## src/rtl/pc_sequencer.sv

```systemverilog
// pc_sequencer: multicycle control FSM for instruction fetch and every PC update.
// Drives the registered PC-source select, the PC/IR/EPC enables and the hand-off to main control.
module pc_sequencer (
    input  logic       clk,
    input  logic       reset,
    input  logic [5:0] opcode,
    input  logic [5:0] funct,
    input  logic       zero,
    input  logic       overflow,
    input  logic       div_zero,
    input  logic       instr_done,
    output logic [2:0] pc_src,
    output logic       pc_write,
    output logic       ir_write,
    output logic       mem_read,
    output logic       epc_write,
    output logic       exec_start
);
    // state        | meaning
    // S_RST        | post-reset idle, all outputs low
    // S_FETCH      | instruction memory read, pc_src = PC+4
    // S_FETCH_WAIT | memory read continues
    // S_FETCH_WR   | load IR and PC+4
    // S_DECODE     | pick path from opcode/funct
    // S_BR_CMP     | branch target selected, ALU compare resolves
    // S_J_SEL      | jump target selected
    // S_JR_SEL     | rs selected
    // S_RTE_SEL    | EPC selected
    // S_EXEC       | main control owns the datapath until done/exception
    // S_EXC_SEL    | exception vector selected, EPC captured
    // S_PC_WR      | load PC from the held selection
    localparam logic [3:0] S_RST        = 4'd0;
    localparam logic [3:0] S_FETCH      = 4'd1;
    localparam logic [3:0] S_FETCH_WAIT = 4'd2;
    localparam logic [3:0] S_FETCH_WR   = 4'd3;
    localparam logic [3:0] S_DECODE     = 4'd4;
    localparam logic [3:0] S_BR_CMP     = 4'd5;
    localparam logic [3:0] S_J_SEL      = 4'd6;
    localparam logic [3:0] S_JR_SEL     = 4'd7;
    localparam logic [3:0] S_RTE_SEL    = 4'd8;
    localparam logic [3:0] S_EXEC       = 4'd9;
    localparam logic [3:0] S_EXC_SEL    = 4'd10;
    localparam logic [3:0] S_PC_WR      = 4'd11;

    localparam logic [2:0] SRC_PC4 = 3'd0;
    localparam logic [2:0] SRC_BR  = 3'd1;
    localparam logic [2:0] SRC_J   = 3'd2;
    localparam logic [2:0] SRC_JR  = 3'd3;
    localparam logic [2:0] SRC_EPC = 3'd4;
    localparam logic [2:0] SRC_INV = 3'd5;
    localparam logic [2:0] SRC_OVF = 3'd6;
    localparam logic [2:0] SRC_DIV = 3'd7;

    logic [3:0] state_q, state_d;
    logic [2:0] pc_src_q, pc_src_d;
    logic       is_branch, is_jump, is_jr, is_rte, is_supported, br_taken, dec_exec;

    always_comb begin
        is_branch    = (opcode == 6'h04) || (opcode == 6'h05);
        is_jump      = (opcode == 6'h02) || (opcode == 6'h03);
        is_jr        = (opcode == 6'h00) && (funct == 6'h08);
        is_rte       = (opcode == 6'h00) && (funct == 6'h13);
        is_supported = (opcode == 6'h00) || (opcode == 6'h01) || (opcode == 6'h08) ||
                       (opcode == 6'h0F) || ((opcode >= 6'h20) && (opcode <= 6'h2B));
        br_taken     = ((opcode == 6'h04) && zero) || ((opcode == 6'h05) && !zero);
        dec_exec     = is_supported && !is_branch && !is_jump && !is_jr && !is_rte;
    end

    always_comb begin
        state_d  = state_q;
        pc_src_d = pc_src_q;
        case (state_q)
            S_RST: begin
                state_d  = S_FETCH;
                pc_src_d = SRC_PC4;
            end
            S_FETCH:      state_d = S_FETCH_WAIT;
            S_FETCH_WAIT: state_d = S_FETCH_WR;
            S_FETCH_WR:   state_d = S_DECODE;
            // pc_src is loaded on the way into each select state so it is stable there
            S_DECODE: begin
                if (is_branch) begin
                    state_d  = S_BR_CMP;
                    pc_src_d = SRC_BR;
                end else if (is_jump) begin
                    state_d  = S_J_SEL;
                    pc_src_d = SRC_J;
                end else if (is_jr) begin
                    state_d  = S_JR_SEL;
                    pc_src_d = SRC_JR;
                end else if (is_rte) begin
                    state_d  = S_RTE_SEL;
                    pc_src_d = SRC_EPC;
                end else if (dec_exec) begin
                    state_d  = S_EXEC;
                end else begin
                    state_d  = S_EXC_SEL;
                    pc_src_d = SRC_INV;
                end
            end
            S_BR_CMP: begin
                if (br_taken) begin
                    state_d = S_PC_WR;
                end else begin
                    state_d  = S_FETCH;
                    pc_src_d = SRC_PC4;
                end
            end
            S_J_SEL, S_JR_SEL, S_RTE_SEL, S_EXC_SEL: state_d = S_PC_WR;
            S_EXEC: begin
                if (overflow) begin
                    state_d  = S_EXC_SEL;
                    pc_src_d = SRC_OVF;
                end else if (div_zero) begin
                    state_d  = S_EXC_SEL;
                    pc_src_d = SRC_DIV;
                end else if (instr_done) begin
                    state_d  = S_FETCH;
                    pc_src_d = SRC_PC4;
                end
            end
            S_PC_WR: begin
                state_d  = S_FETCH;
                pc_src_d = SRC_PC4;
            end
            default: begin
                state_d  = S_RST;
                pc_src_d = SRC_PC4;
            end
        endcase
    end

    always_ff @(posedge clk) begin
        if (reset) begin
            state_q  <= S_RST;
            pc_src_q <= SRC_PC4;
        end else begin
            state_q  <= state_d;
            pc_src_q <= pc_src_d;
        end
    end

    // exec_start must land in the DECODE cycle, so it reads the IR fields (already registered)
    assign exec_start = (state_q == S_DECODE) && dec_exec;
    assign pc_src     = pc_src_q;
    assign pc_write   = (state_q == S_FETCH_WR) || (state_q == S_PC_WR);
    assign ir_write   = (state_q == S_FETCH_WR);
    assign mem_read   = (state_q == S_FETCH) || (state_q == S_FETCH_WAIT);
    assign epc_write  = (state_q == S_EXC_SEL);

endmodule

```

## config.mk

```make
export PLATFORM = sky130hd
export DESIGN_NAME = pc_sequencer
export DESIGN_NICKNAME = d
export VERILOG_FILES = /design/src/rtl/pc_sequencer.sv
export SDC_FILE = /design/constraint.sdc
export NUM_CORES = 1
export LEC_CHECK = 0
export CORE_AREA = 3 3 45 47
export CTS_BUF_LIST = sky130_fd_sc_hd__clkbuf_8
export DETAILED_ROUTE_END_ITERATION = 8
export DIE_AREA = 0 0 48 50
export GPL_TIMING_DRIVEN = 0
export PLACE_DENSITY = 0.75
export SLEW_MARGIN = 20
export SYNTH_ARGS = -nofsm -noshare
export SYNTH_HDL_FRONTEND = slang
export SYNTH_SLANG_ARGS = --single-unit
```

## constraint.sdc

```tcl
create_clock -name clk -period 1.8 [get_ports clk]
set_input_delay 0.36 -clock clk [delete_from_list [all_inputs] [get_ports clk]]
set_output_delay 0.36 -clock clk [all_outputs]
set_load 0.01 [all_outputs]
```

# Yosys cells after proc, flatten, opt, wreduce, memory -nomap -nowiden
# Cells that the tools add are included.
word_totals:
  reg_bits: 7
  out_inout_bits: 8
  elab_cells: 78
classes:
  magnitude_cmp: 2
  n_eq_ne: 23
  muxes: 20
  n_bitwise: 1
  n_reduce_logical: 30
ops:
  columns: ["operator", "n"]
  rows:
  - ["4-bit case mux with 8 select lines", 1]
  - ["4-bit 2-to-1 mux", 7]
  - ["3-bit 2-to-1 mux", 9]
  - ["6-bit by 4-bit == test with 1-bit output (second input constant)", 3]
  - ["4-bit by 3-bit == test with 1-bit output (second input constant)", 4]
  - ["4-bit == test (second input constant)", 4]
  - ["6-bit by 2-bit == test with 1-bit output (second input constant)", 2]
  - ["6-bit by 3-bit == test with 1-bit output (second input constant)", 2]
  - ["3-bit case mux with 4 select lines", 1]
  - ["1-bit logical AND", 10]
  - ["1-bit logical OR", 9]
  - ["4-bit by 2-bit == test with 1-bit output (second input constant)", 2]
  - ["7-bit OR reduction", 1]
  - ["6-bit by 1-bit == test with 1-bit output (second input constant)", 1]
  - ["6-bit by 5-bit == test with 1-bit output (second input constant)", 1]
  - ["6-bit greater-or-equal comparator (second input constant)", 1]
  - ["6-bit less-or-equal comparator (second input constant)", 1]
  - ["6-bit logical NOT", 1]
  - ["6-bit inequality test (second input constant)", 1]
  - ["1-bit logical NOT", 5]
  - ["4-bit by 1-bit == test with 1-bit output (second input constant)", 1]
  - ["4-bit logical NOT", 1]
  - ["2-bit 2-to-1 mux", 2]
  - ["4-bit inequality test (second input constant)", 1]
  - ["other kinds (5)", 5]

# Longest topological paths before layout
depth:
  ltp_word: 15
  depth_mapped: 6
  ltp_nobuf: 5

# Worst setup path after synthesis
# OpenSTA, ideal clock, no wires.
synth_timing:
  path_type: "input-to-output"
  from: "input funct[0]"
  to: "output exec_start"
  t_arrival_ps: 1367
  t_required_ps: 1440
  path_slack_ps: 73
  cell_stages: 4
  n_path_buf: 0
  path_cell_list: "nor4b_1 nor3_1 o221a_1 and2_2"
synth_between:
  elab_chain_len: 6
  word_cells_on_any_way: 9
  cone_classes: "2 x eq/ne; 7 x reduce/logical"
synth_rtl:
  columns: ["element", "line", "text"]
  rows:
  - ["start, declared", "7", "input logic [5:0] funct,"]
  - ["6-bit by 4-bit == test with 1-bit output", "61", "is_jr = (opcode == 6'h00) && (funct == 6'h08);"]
  - ["1-bit logical AND", "61", null]
  - ["1-bit logical NOT", "66", "dec_exec = is_supported && !is_branch && !is_jump && !is_jr && !is_rte;"]
  - ["1-bit logical AND", "66", null]
  - ["1-bit logical AND (*)", "66", null]
  - ["1-bit logical AND (*)", "144", "assign exec_start = (state_q == S_DECODE) && dec_exec;"]
  - ["end, declared", "17", "output logic exec_start"]
# Mark *: on every way between the ends. The rest lies on a longest branch, timed or not.

# Final worst setup path
layout_timing:
  from: "input opcode[3]"
  to: "output exec_start"
layout_between:
  elab_chain_len: 10
  word_cells_on_any_way: 28
  cone_classes: "2 x order compare; 7 x eq/ne; 19 x reduce/logical"
layout_rtl:
  columns: ["element", "line", "text"]
  rows:
  - ["start, declared", "6", "input logic [5:0] opcode,"]
  - ["branches (longest 8 deep; another with 6-bit greater-or-equal comparator)", null, null]
  - ["1-bit logical AND (*)", "66", null]
  - ["1-bit logical AND (*)", "144", null]
# Every way passes the cells marked *.

==> flow_metrics.env <==
export IMPL_clkTransAtPathRegs_ns=0.04
export IMPL_yosys_warnings=0
export IMPL_worst_slack_ns=0.00967
export IMPL_antenna_cells=0
export IMPL_clock_path_buffers=2
export IMPL_place_congestion=0.797
export IMPL_syn_nets=102
export IMPL_rsz0062_at_grt="true"
export IMPL_final_cell_mix="clkdlybuf4s50_1 (8), nor2_1 (7), buf_4 (7)"
export IMPL_cp_max_fo=4
export IMPL_num_fill_cells=150
export IMPL_synth_edf_count=0
export IMPL_wl_met3_um=105
export IMPL_slew_viol_final=0
export IMPL_area_delta_synth_final_pct=54.8
export IMPL_hpwl_mm=1.39
export IMPL_drt_met1_wl_um=721
export IMPL_ys_flop_type="dfxtp_1"
export IMPL_num_vias=785
export IMPL_hold_path_class="register to register"
export IMPL_cts_hold_buf=0
export IMPL_post_route_util=0.609
export IMPL_synthArstFlopShare=0
export IMPL_leakage_nw=0.411
export IMPL_power_density_nw_per_um2=594
export IMPL_cts_root_buffer_cell="clkbuf_8"
export IMPL_critPathRequiredTime_ns=1.44
export IMPL_die_height_um=50
export IMPL_fin_nets=137
export IMPL_io_buffer_count=24
export IMPL_grt_pass1_wl_mm=3.02
export IMPL_cp_slowest_stage_delay_ns=0.26
export IMPL_drive_gt1_frac=0.322
export IMPL_ir_drop_uv=609
export IMPL_max_slew_margin_rel=0.737
export IMPL_drc=0
export IMPL_cp_start_kind="input pin"
export IMPL_core_sq_um=1690
export IMPL_outcome="finished clean"
export IMPL_htreeDepth=1
export IMPL_first_pass_iters=4
export IMPL_fin_skew_ns=0.00377
export IMPL_worstPathArrival_ns=1.43
export IMPL_clk_latency_ns=0.23
export IMPL_grtUsageTotal=0.174
export IMPL_worstPathCellList="clkdlybuf4s15_1, a21boi_0, a21o_1, o221a_1, and2_4, buf_6"
export IMPL_routed_wl_mm=1.81
export IMPL_synth_seq_cells=7
export IMPL_start_util=0.393
export IMPL_tightest_slew_ns=0.391
export IMPL_wl_per_cell_um=13.4
export IMPL_grt_pass1_vias=750
export IMPL_io_pins=26
export IMPL_grt_antenna_before_repair=0
export IMPL_synth_area_sq_um=664
export IMPL_setup_viol=0
export IMPL_yosysSeqAreaShare=0.211
export IMPL_yosys_cell_types_count=43
export IMPL_syn_instance_count=84
export IMPL_ant_nets=0
export IMPL_grt_overflow_total=0
export IMPL_cts_tree="done"
export IMPL_fmax_mhz=559
export IMPL_clock_sinks=7
export IMPL_highest_layer="met4"
export IMPL_place_ws_ns=-1.00
export IMPL_fin_crit_ns=1.79
export IMPL_post_route_period_util=0.995
export IMPL_hold_viol_final=0
export IMPL_cp_end_kind="output pin"
export IMPL_cts_buffers=3
export IMPL_slowest_stage="clkdlybuf4s15_1"
export IMPL_drt_initial_drc_count=8
export IMPL_die_area_sq_um=2400
export IMPL_syn_area_per_cell_sq_um=7.91
export IMPL_worst_setup_path_type="input pin to output pin"
export IMPL_final_common_cell="clkdlybuf4s50_1"
export IMPL_grt_max_degree=11
export IMPL_drv_cap=0
export IMPL_placementRows=15
export IMPL_wl_met2_um=965
export IMPL_vias_per_cell=5.81
export IMPL_die_w_um=48
==> cell usage after synthesis (all sizes together), types with 2 or more instances <==
library cell,instances,share of area
a211oi,2,0.041
a21oi,4,0.030
a31oi,2,0.019
and2,3,0.030
buf,2,0.013
dfxtp,7,0.21
inv,3,0.017
mux2i,2,0.030
nand2,5,0.028
nand2b,4,0.038
nand3,3,0.023
nand3b,2,0.023
nor2,7,0.040
nor2b,3,0.028
nor3,6,0.045
nor4,2,0.064
o21ai,5,0.038
==> final cells by class <==
cell class	instances	area (sq um)	share of cell area
Clock buffer	3	41.3	0.0401
Buffer	1	3.75	0.00365
Clock inverter	1	3.75	0.00365
Sequential cell	7	145	0.141
Multi-Input combinational cell	72	542	0.527
Inverter	3	11.3	0.0109
Timing Repair Buffer	31	260	0.253
Tap cell	17	21.3	0.0207
==> critical path: cells and delay by family <==
kind / cells / cell delay [ns]
simple gates: 1 / 0.15
compound gates: 3 / 0.55
buf+inv: 2 / 0.37
==> state kept, by name (all words and copies together), names as in the netlist <==
name     cells
state_q      4
pc_src       3
==> timing repair <==
item	in CTS	in global routing
setup endpoints to repair	11	9
cloned	0	0
setup buffers	5	3
gates resized for setup	35	30
pin swaps	6	10
==> path summary, 6_finish.rpt <==
| path | start | to | slack [ns] | cells after the start |
|---|---|---|---|---|
| setup / recovery | opcode[3] | exec_start | 0.01 | 6 |
| hold / removal | pc_src[2]$_SDFFE_PP0P_ | pc_src[2]$_SDFFE_PP0P_ | 0.47 | 2 |
| setup reg to reg | state_q[0]$_SDFFE_PP0N_ | pc_src[2]$_SDFFE_PP0P_ | 0.18 | 5 |
| hold reg to reg | pc_src[2]$_SDFFE_PP0P_ | pc_src[2]$_SDFFE_PP0P_ | 0.47 | 2 |
==> metrics by stage <==
| stage | TNS (ns) | hold slack (ns) | cells | power, mW | area (sq um) |
|---|---|---|---|---|---|
| after floorplan | 0 | 0.493 | 84 | 0.294 | 664 |
| after global placement | -4.11 | 0.467 | 125 | 0.386 | 926 |
| after detailed placement | -4.19 | 0.473 | 125 | 0.390 | 926 |
| after CTS | -0.161 | 0.480 | 134 | 0.606 | 1030 |
| after global routing | -0.0493 | 0.514 | 135 | 0.651 | 1030 |
| final | 0 | 0.474 | 135 | 0.611 | 1030 |
==> per-layer routing <==
layer / GRT usage / vias up
li1: - / 391
met1: 0.174 / 366
met2: 0.311 / 26
met3: 0.0584 / 2
met4: 0.0673 / 0
met5: 0 / -
==> report_power, final <==
part           leakage [nW]  internal, mW  total, mW  switching (mW)
clock                0.0269         0.147      0.213          0.0659
sequential           0.0585         0.170      0.192          0.0217
combinational         0.326         0.113      0.206          0.0932
==> cell families after synthesis <==
kind of cell / count (synthesis) / synth area share
mux: 2 / 0.0301
buf+inv: 5 / 0.0301
flops: 7 / 0.211
simple gates: 45 / 0.448
compound gates: 23 / 0.254
xor+xnor: 2 / 0.0264
No activity file was read; power rests on OpenSTA's default activity.
